--- src/rtl/add_pkg.sv ---
// Shared definitions for the adder result path: default width, accumulator FSM
// encoding and the width derivations used by add_result_accumulator.
package add_pkg;

  localparam int ADD_WIDTH = 8;

  typedef enum logic [1:0] {
    ST_IDLE  = 2'd0,
    ST_ACCUM = 2'd1,
    ST_HOLD  = 2'd2
  } acc_state_e;

  // Beat counter must hold the value BURST_LEN itself, not just BURST_LEN-1.
  function automatic int cnt_w(input int burst_len);
    return $clog2(burst_len + 1);
  endfunction

  function automatic int sum_w(input int width, input int burst_len);
    return width + cnt_w(burst_len);
  endfunction

endpackage

--- src/rtl/add_result_accumulator.sv ---
// Sums bursts of adder results and presents each burst total on a valid/ready
// output, stalling the input stream while the total waits to be taken.
module add_result_accumulator
  import add_pkg::*;
#(
  parameter int WIDTH     = ADD_WIDTH,
  parameter int BURST_LEN = 4,
  parameter int CNT_W     = cnt_w(BURST_LEN),
  parameter int SUM_W     = sum_w(WIDTH, BURST_LEN)
) (
  input  logic             clock,
  input  logic             reset,
  input  logic             in_valid,
  output logic             in_ready,
  input  logic [WIDTH-1:0] in_data,
  input  logic             in_last,
  output logic             out_valid,
  input  logic             out_ready,
  output logic [SUM_W-1:0] out_sum,
  output logic [CNT_W-1:0] out_count
);

  acc_state_e       state_q, state_d;
  logic [SUM_W-1:0] acc_q, acc_d;
  logic [CNT_W-1:0] cnt_q, cnt_d;
  logic [CNT_W-1:0] cnt_inc;
  logic             accept;

  assign in_ready  = (state_q != ST_HOLD);
  assign accept    = in_valid && in_ready;
  assign cnt_inc   = cnt_q + CNT_W'(1);
  assign out_valid = (state_q == ST_HOLD);
  assign out_sum   = acc_q;
  assign out_count = cnt_q;

  always_comb begin
    state_d = state_q;
    acc_d   = acc_q;
    cnt_d   = cnt_q;
    case (state_q)
      ST_IDLE: begin
        if (accept) begin
          acc_d   = SUM_W'(in_data);
          cnt_d   = CNT_W'(1);
          state_d = (in_last || BURST_LEN == 1) ? ST_HOLD : ST_ACCUM;
        end
      end
      ST_ACCUM: begin
        // Idle cycles inside a burst simply hold acc and cnt.
        if (accept) begin
          acc_d = acc_q + SUM_W'(in_data);
          cnt_d = cnt_inc;
          if (in_last || cnt_inc == CNT_W'(BURST_LEN)) state_d = ST_HOLD;
        end
      end
      ST_HOLD: begin
        if (out_ready) state_d = ST_IDLE;
      end
      default: state_d = ST_IDLE;
    endcase
  end

  always_ff @(posedge clock) begin
    if (reset) begin
      state_q <= ST_IDLE;
      acc_q   <= '0;
      cnt_q   <= '0;
    end else begin
      state_q <= state_d;
      acc_q   <= acc_d;
      cnt_q   <= cnt_d;
    end
  end

endmodule

--- config.mk ---
export PLATFORM = sky130hd
export DESIGN_NAME = add_result_accumulator
export DESIGN_NICKNAME = d
export VERILOG_FILES = /design/src/rtl/add_pkg.sv /design/src/rtl/add_result_accumulator.sv
export SDC_FILE = /design/constraint.sdc
export NUM_CORES = 1
export LEC_CHECK = 0
export ABC_AREA = 1
export BUFFER_PORTS_ARGS = -buffer_cell sky130_fd_sc_hd__buf_2
export CAP_MARGIN = 20
export CORE_MARGIN = 1
export CORE_UTILIZATION = 44
export DETAILED_ROUTE_END_ITERATION = 6
export PLACE_DENSITY = 0.76
export SETUP_SLACK_MARGIN = 0.02
export SLEW_MARGIN = 25
export SYNTH_ARGS = -nofsm -noshare
export SYNTH_HDL_FRONTEND = slang
export SYNTH_SLANG_ARGS = --single-unit
export TNS_END_PERCENT = 30
--- constraint.sdc ---
create_clock -name clock -period 1.73 [get_ports clock]
set_clock_uncertainty 0.05 [all_clocks]
set_input_delay 0.346 -clock clock [delete_from_list [all_inputs] [get_ports clock]]
set_output_delay 0.346 -clock clock [all_outputs]
set_load 0.02 [all_outputs]
==> flow_summary.yaml, run 1 <==
yosys:
  yosysSeqAreaShare_pct: 26.9
  synth_compound_area_share_pct: 13.6
  synthDistinctLibCells: 27
  syn_area_per_cell_um2: 6.47
  synthAdderAreaFrac_pct: 12.2
  ys.warnings.count: 0
  synth_xor_area_share_pct: 2.21
  yosys.area_share.simple_pct: 34.3
  muxShareOfSynthArea_pct: 0
  syn_area_um2: 1190
  synth_nets: 208
  synthCells: 184
  ys_ff_latch: 16
  synth_top_family_by_area: "simple AND/OR/NAND/NOR gates"
critical_path:
  ff2ff_setup_slack_ns: 0.07
  r2r_cells: 11
  cp.required_ns: 1.88
  crit_path_end_kind: "flip-flop"
  path_cells: "ha_4 > inv_2 > fa_2 > inv_2 > nand2_2 > nand2_2 > nand3_2 > o211ai_1 > nand3_1 > nand2_1 > nor2_1"
  critical_path.max_stage_delay_ns: 0.38
  critical_path.top_delay_family: "adder cells"
  path_class: "reg2reg"
  worst_r2r_endpoint: "out_sum[8]"
  cp_slowest_cell: "dfxtp_4"
  startpoint_type: "flip-flop"
  crit_fanout: 4
  arrival_ns: 1.81
  cp_num_buf_inv: 2
  regToRegStartpoint: "out_sum[0]"
floorplan:
  die-area_um2: 2920
  rows: 18
  initial_core_util_pct: 47.2
  die_h_um: 54.0
  core_um2: 2520
  die_width_um: 54.0
  io-pin-count: 29
layout:
  fin_area_um2: 1460
  fillerInstances: 266
  nNetsFinal: 243
  drive_above_1_share_pct: 27.5
  utilization_pct: 57.7
  final_cell_mix: "nand2_1 (43), buf_2 (28), inv_1 (19)"
  layout_commonest_cell: "nand2_1"
  n_antenna_cell: 0
  area_delta_synth_final_pct: 22.2
routing:
  vias: 1223
  viasPerCell: 4.93
  drc: 0
  wl_per_cell_um: 10.5
  drt-pass1-iter-count: 4
  ant_nets: 0
  wl_um: 2590
  drt_iter0_markers: 25
status:
  status: "completed"
timing:
  slew_violations: 0
  timing_hold_violations_final: 0
  fin_ws_ns: 0.0651
  setup_viol: 0
  period_needed_ns: 1.66
  maxSlewHeadroom_pct: 74.8
  timing.fmax_mhz: 601
  period_share_pct: 96.2
  rsz0062_at_grt: "true"
  whs_ns: 0.268
  tightest_slew_ns: 0.378
grt:
  met2_usage_pct: 36.4
  antenna_found_initial: 0
  grtUsageMet3_pct: 5.65
  grt_pass1_vias: 1063
  grt_max_degree: 14
  grtUsageTotal_pct: 20.1
  met1_usage_pct: 23.4
  overflow: 0
  gr-max-usage-layer: "met2"
  grt_pass1_wl_um: 4260
place:
  port_buffers: 28
  routabilityCongestion: 0.842
  placed_cell_area_um2: 1390
  dpl_worst_slack_ns: -0.139
  place_hpwl_um: 2010
clock_tree:
  clkTransAtPathRegs_ns: 0.10
  cts_root_buf: "clkbuf_4"
  cts_tree: "built"
  cts_buffers: 3
  clk_path_buf_depth: 2
  htreeDepth: 1
  cts_sinks: 16
  clk_latency_ns: 0.29
min_path:
  min_from: "out_ready"
  hold_class: "in2reg"
  hold_depth: 4
  min_to: "state_q[1]"
power:
  ir_worst_vdd_v: 0.000603
  p_per_area_nw_per_um2: 772
  power_leakage_nw: 0.755
run:
  max_cap_viol_count: 0
## Yosys cell counts (all sizes together)
master   n  area (um2)
xor2     1        8.76
nand3b   2        15.0
nand2   47         181
o22ai    1        6.26
inv     27         104
nand3   14        70.1
and2     1        6.26
nor3     3        15.0
nor2    22         103
a21oi   18        90.1
buf      3        21.3
clkbuf   1        3.75
ha      10         125
fa       1        20.0
or2      3        18.8
o21ai   10        50.0
o211ai   2        15.0
xnor2    2        17.5
dfxtp   16         320
## per-stage QoR
step	setup TNS, ns	instances	power [W]
finish	0	248	0.00112
detailed placement	-0.431	243	0.000861
CTS	0	247	0.00112
global route	-0.0942	248	0.00121
global placement	-0.240	243	0.000857
floorplan	0	184	0.000751
## worst max-delay path by stage
stage	from	endpoint	slack (ns)	cells after the start
after global placement	in_data[0]	out_sum[10]	-0.08	12
after detailed placement	in_data[0]	out_sum[10]	-0.14	12
after floorplan	out_sum[1]	out_sum[8]	0.03	10
final	out_sum[0]	out_sum[8]	0.07	11
after CTS	out_sum[0]	out_sum[10]	0.03	11
after global routing	out_sum[0]	out_sum[8]	-0.07	11
## kinds of logic (layout without fill, tap and decap cells)
family / Yosys count / in the layout
AO/OA/AOI/OAI: 31 / 31
XOR/XNOR: 3 / 3
adder cells (fa/ha/maj): 11 / 11
buffers and inverters: 31 / 65
flip-flops: 16 / 16
AND/OR/NAND/NOR: 92 / 92
## state kept, by name, indices dropped and copies added (netlist names)
signal / cells
out_sum: 11
out_count: 3
state_q: 2
## cell type report
cell class | count | area, um2 | share of cell area, %
repair buffers | 34 | 185 | 12.7
well taps | 30 | 37.5 | 2.58
inverters | 27 | 104 | 7.14
clock buffers | 4 | 36.3 | 2.49
multi-input cells | 137 | 767 | 52.7
flip-flops and latches | 16 | 325 | 22.4
## timing repair
item,4_1_cts,5_1_grt
pin swaps,1,5
hold buffers,0,0
cloned,0,0
endpoints found under the setup margin,4,5
setup buffers,0,1
gates resized for setup,3,6
## power by group
| part | internal [W] | leakage [nW] | total [W] | switching (W) |
|---|---|---|---|---|
| clock | 0.000128 | 0.0210 | 0.000256 | 0.000128 |
| combinational | 0.000170 | 0.602 | 0.000425 | 0.000254 |
| sequential | 0.000401 | 0.132 | 0.000443 | 0.0000425 |
## routing by layer
metal	share of wire, %	routed length [um]	vias to the layer above
met5	0	0	-
met4	1.2	30	0
met3	5.5	143	4
met2	49	1260	30
met1	45	1160	528
li1	-	-	661
## worst reg2reg max path, delay by kind of cell, from the launching register on
kind | cells | cell delay (ns)
buffers and inverters | 2 | 0.10
DFF | 1 | 0.38
adders and majority gates | 2 | 0.49
AOI/OAI and AO/OA | 1 | 0.15
and+or+nand+nor | 6 | 0.41
No activity file was read; power rests on OpenSTA's default activity.
==> inputs of run 2 (changes only) <==
--- a/config.mk
+++ b/config.mk
@@ -9,9 +9,9 @@
 export BUFFER_PORTS_ARGS = -buffer_cell sky130_fd_sc_hd__buf_2
 export CAP_MARGIN = 20
 export CORE_MARGIN = 1
-export CORE_UTILIZATION = 44
+export CORE_UTILIZATION = 47
 export DETAILED_ROUTE_END_ITERATION = 6
-export PLACE_DENSITY = 0.76
+export PLACE_DENSITY = 0.8
 export SETUP_SLACK_MARGIN = 0.02
 export SLEW_MARGIN = 25
 export SYNTH_ARGS = -nofsm -noshare
==> run 2 against run 1 <==
Against the previous run:
- clock power is essentially flat
- largest power group is now combinational cells
- cell count shrank 0.81%
- flip-flop and latch count is the same
- combinational power grew 5.2%
==> flow_summary.yaml, run 2 (synthesized netlist as in run 1, its figures left out) <==
power:
  power.total_w: 0.00113
  power_leakage_nw: 0.755
  ir_worst_vdd_v: 0.000569
  p_per_area_nw_per_um2: 775
timing:
  rsz0062_at_grt: "true"
  period_share_pct: 95.3
  whs_ns: 0.256
  period_needed_ns: 1.65
  maxSlewHeadroom_pct: 77.3
  fin_setup_tns_ns: 0
  tightest_slew_ns: 0.340
  timing_hold_violations_final: 0
  setup_viol: 0
  slew_violations: 0
  fin_ws_ns: 0.0814
  timing.fmax_mhz: 607
grt:
  grt_max_degree: 14
  overflow: 0
  antenna_found_initial: 0
  grt_pass1_wl_um: 4330
  grtUsageTotal_pct: 21.6
  grt_pass1_vias: 1077
layout:
  regArea_um2: 325
  drive_above_1_share_pct: 28.9
  n_antenna_cell: 0
  area_delta_synth_final_pct: 22.9
  nNetsFinal: 243
  multiInputGateArea_um2: 778
  fillerInstances: 217
  largest_register_ffs: 11
  fin_area_um2: 1460
  final_cell_mix: "nand2_1 (42), buf_2 (28), inv_1 (19)"
  layout_commonest_cell: "nand2_1"
min_path:
  min_from: "out_ready"
  hold_class: "in2reg"
place:
  dpl_worst_slack_ns: -0.118
  placed_cell_area_um2: 1380
  routabilityCongestion: 0.817
  port_buffers: 28
  place_hpwl_um: 2060
routing:
  wl_um: 2660
  drt-pass1-iter-count: 4
  vias: 1258
  drc: 0
  viasPerCell: 5.11
  drt_iter0_markers: 21
  ant_nets: 0
  wl_per_cell_um: 10.8
clock_tree:
  htreeDepth: 1
  clk_path_buf_depth: 2
  cts_buffers: 3
  cts_root_buf: "clkbuf_4"
  cts_tree: "built"
  clk_latency_ns: 0.30
  cts_sinks: 16
  clkTransAtPathRegs_ns: 0.10
floorplan:
  io-pin-count: 29
  initial_core_util_pct: 51.9
  core_um2: 2300
  die_width_um: 52.3
  rows: 17
  die-area_um2: 2740
  die_h_um: 52.3
critical_path:
  regToRegStartpoint: "out_sum[0]"
  cp_slowest_cell: "dfxtp_4"
  arrival_ns: 1.79
  crit_fanout: 4
  crit_path_end_kind: "flip-flop"
  critical_path.max_stage_delay_ns: 0.37
  startpoint: "out_sum[0]"
  startpoint_type: "flip-flop"
  path_class: "reg2reg"
  path_cells: "ha_4 > inv_2 > fa_2 > inv_2 > nand2_2 > nand2_2 > nand3_2 > o211ai_1 > nand3_1 > nand2_1 > nor2_1"
  cp.required_ns: 1.87
status:
  status: "completed"
run:
  max_cap_viol_count: 0
==> run 2: report_power, final <==
group	leakage, nW	internal (W)	switching (W)	total, W
registers	0.132	0.000401	0.0000310	0.000432
logic	0.602	0.000175	0.000272	0.000447
clock network	0.0210	0.000128	0.000128	0.000256
total	0.755	0.000704	0.000431	0.00113
==> run 2: area by class of cell <==
cell class / count / area share [%]
Timing Repair Buffer: 34 / 12.6
Clock buffer: 4 / 2.48
Multi-Input combinational cell: 137 / 53.2
Inverter: 27 / 7.09
Sequential cell: 16 / 22.2
Tap cell: 28 / 2.39
==> run 2: per-stage QoR <==
stage	utilization (%)	std cells
6_report	63.7	246
3_3_place_gp	60.2	241
5_1_grt	63.7	246
4_1_cts	62.1	245
3_5_place_dp	60.2	241
2_1_floorplan	-	184
==> run 2: critical path: cells and delay by family (launching register included) <==
| kind | cells | cell delay (ns) |
|---|---|---|
| AOI/OAI and AO/OA | 1 | 0.15 |
| adders and majority gates | 2 | 0.49 |
| and+or+nand+nor | 6 | 0.41 |
| buffers and inverters | 2 | 0.10 |
| DFF | 1 | 0.37 |
==> run 2: path summary, 6_finish.rpt <==
kind	end	slack, ns	cells after the start
worst max-delay path	out_sum[8]	0.08	11
worst min-delay path	state_q[1]	0.26	4
worst max register to register	out_sum[8]	0.08	11
worst min register to register	out_sum[3]	0.44	2
==> run 2: metal layers <==
metal | up-vias | track usage, % | part of all wire, %
met2 | 27 | 36.7 | 48
met1 | 563 | 26.1 | 46
met3 | 5 | 3.48 | 4.1
met5 | - | 0 | 0
li1 | 663 | - | -
met4 | 0 | 10.5 | 1.6
==> run 2: what timing repair did <==
item,CTS,global route
endpoints found under the hold margin,0,0
gates resized for setup,3,9
hold buffers,0,0
pin swaps,2,4
setup endpoints to repair,3,5
buffers inserted,0,1
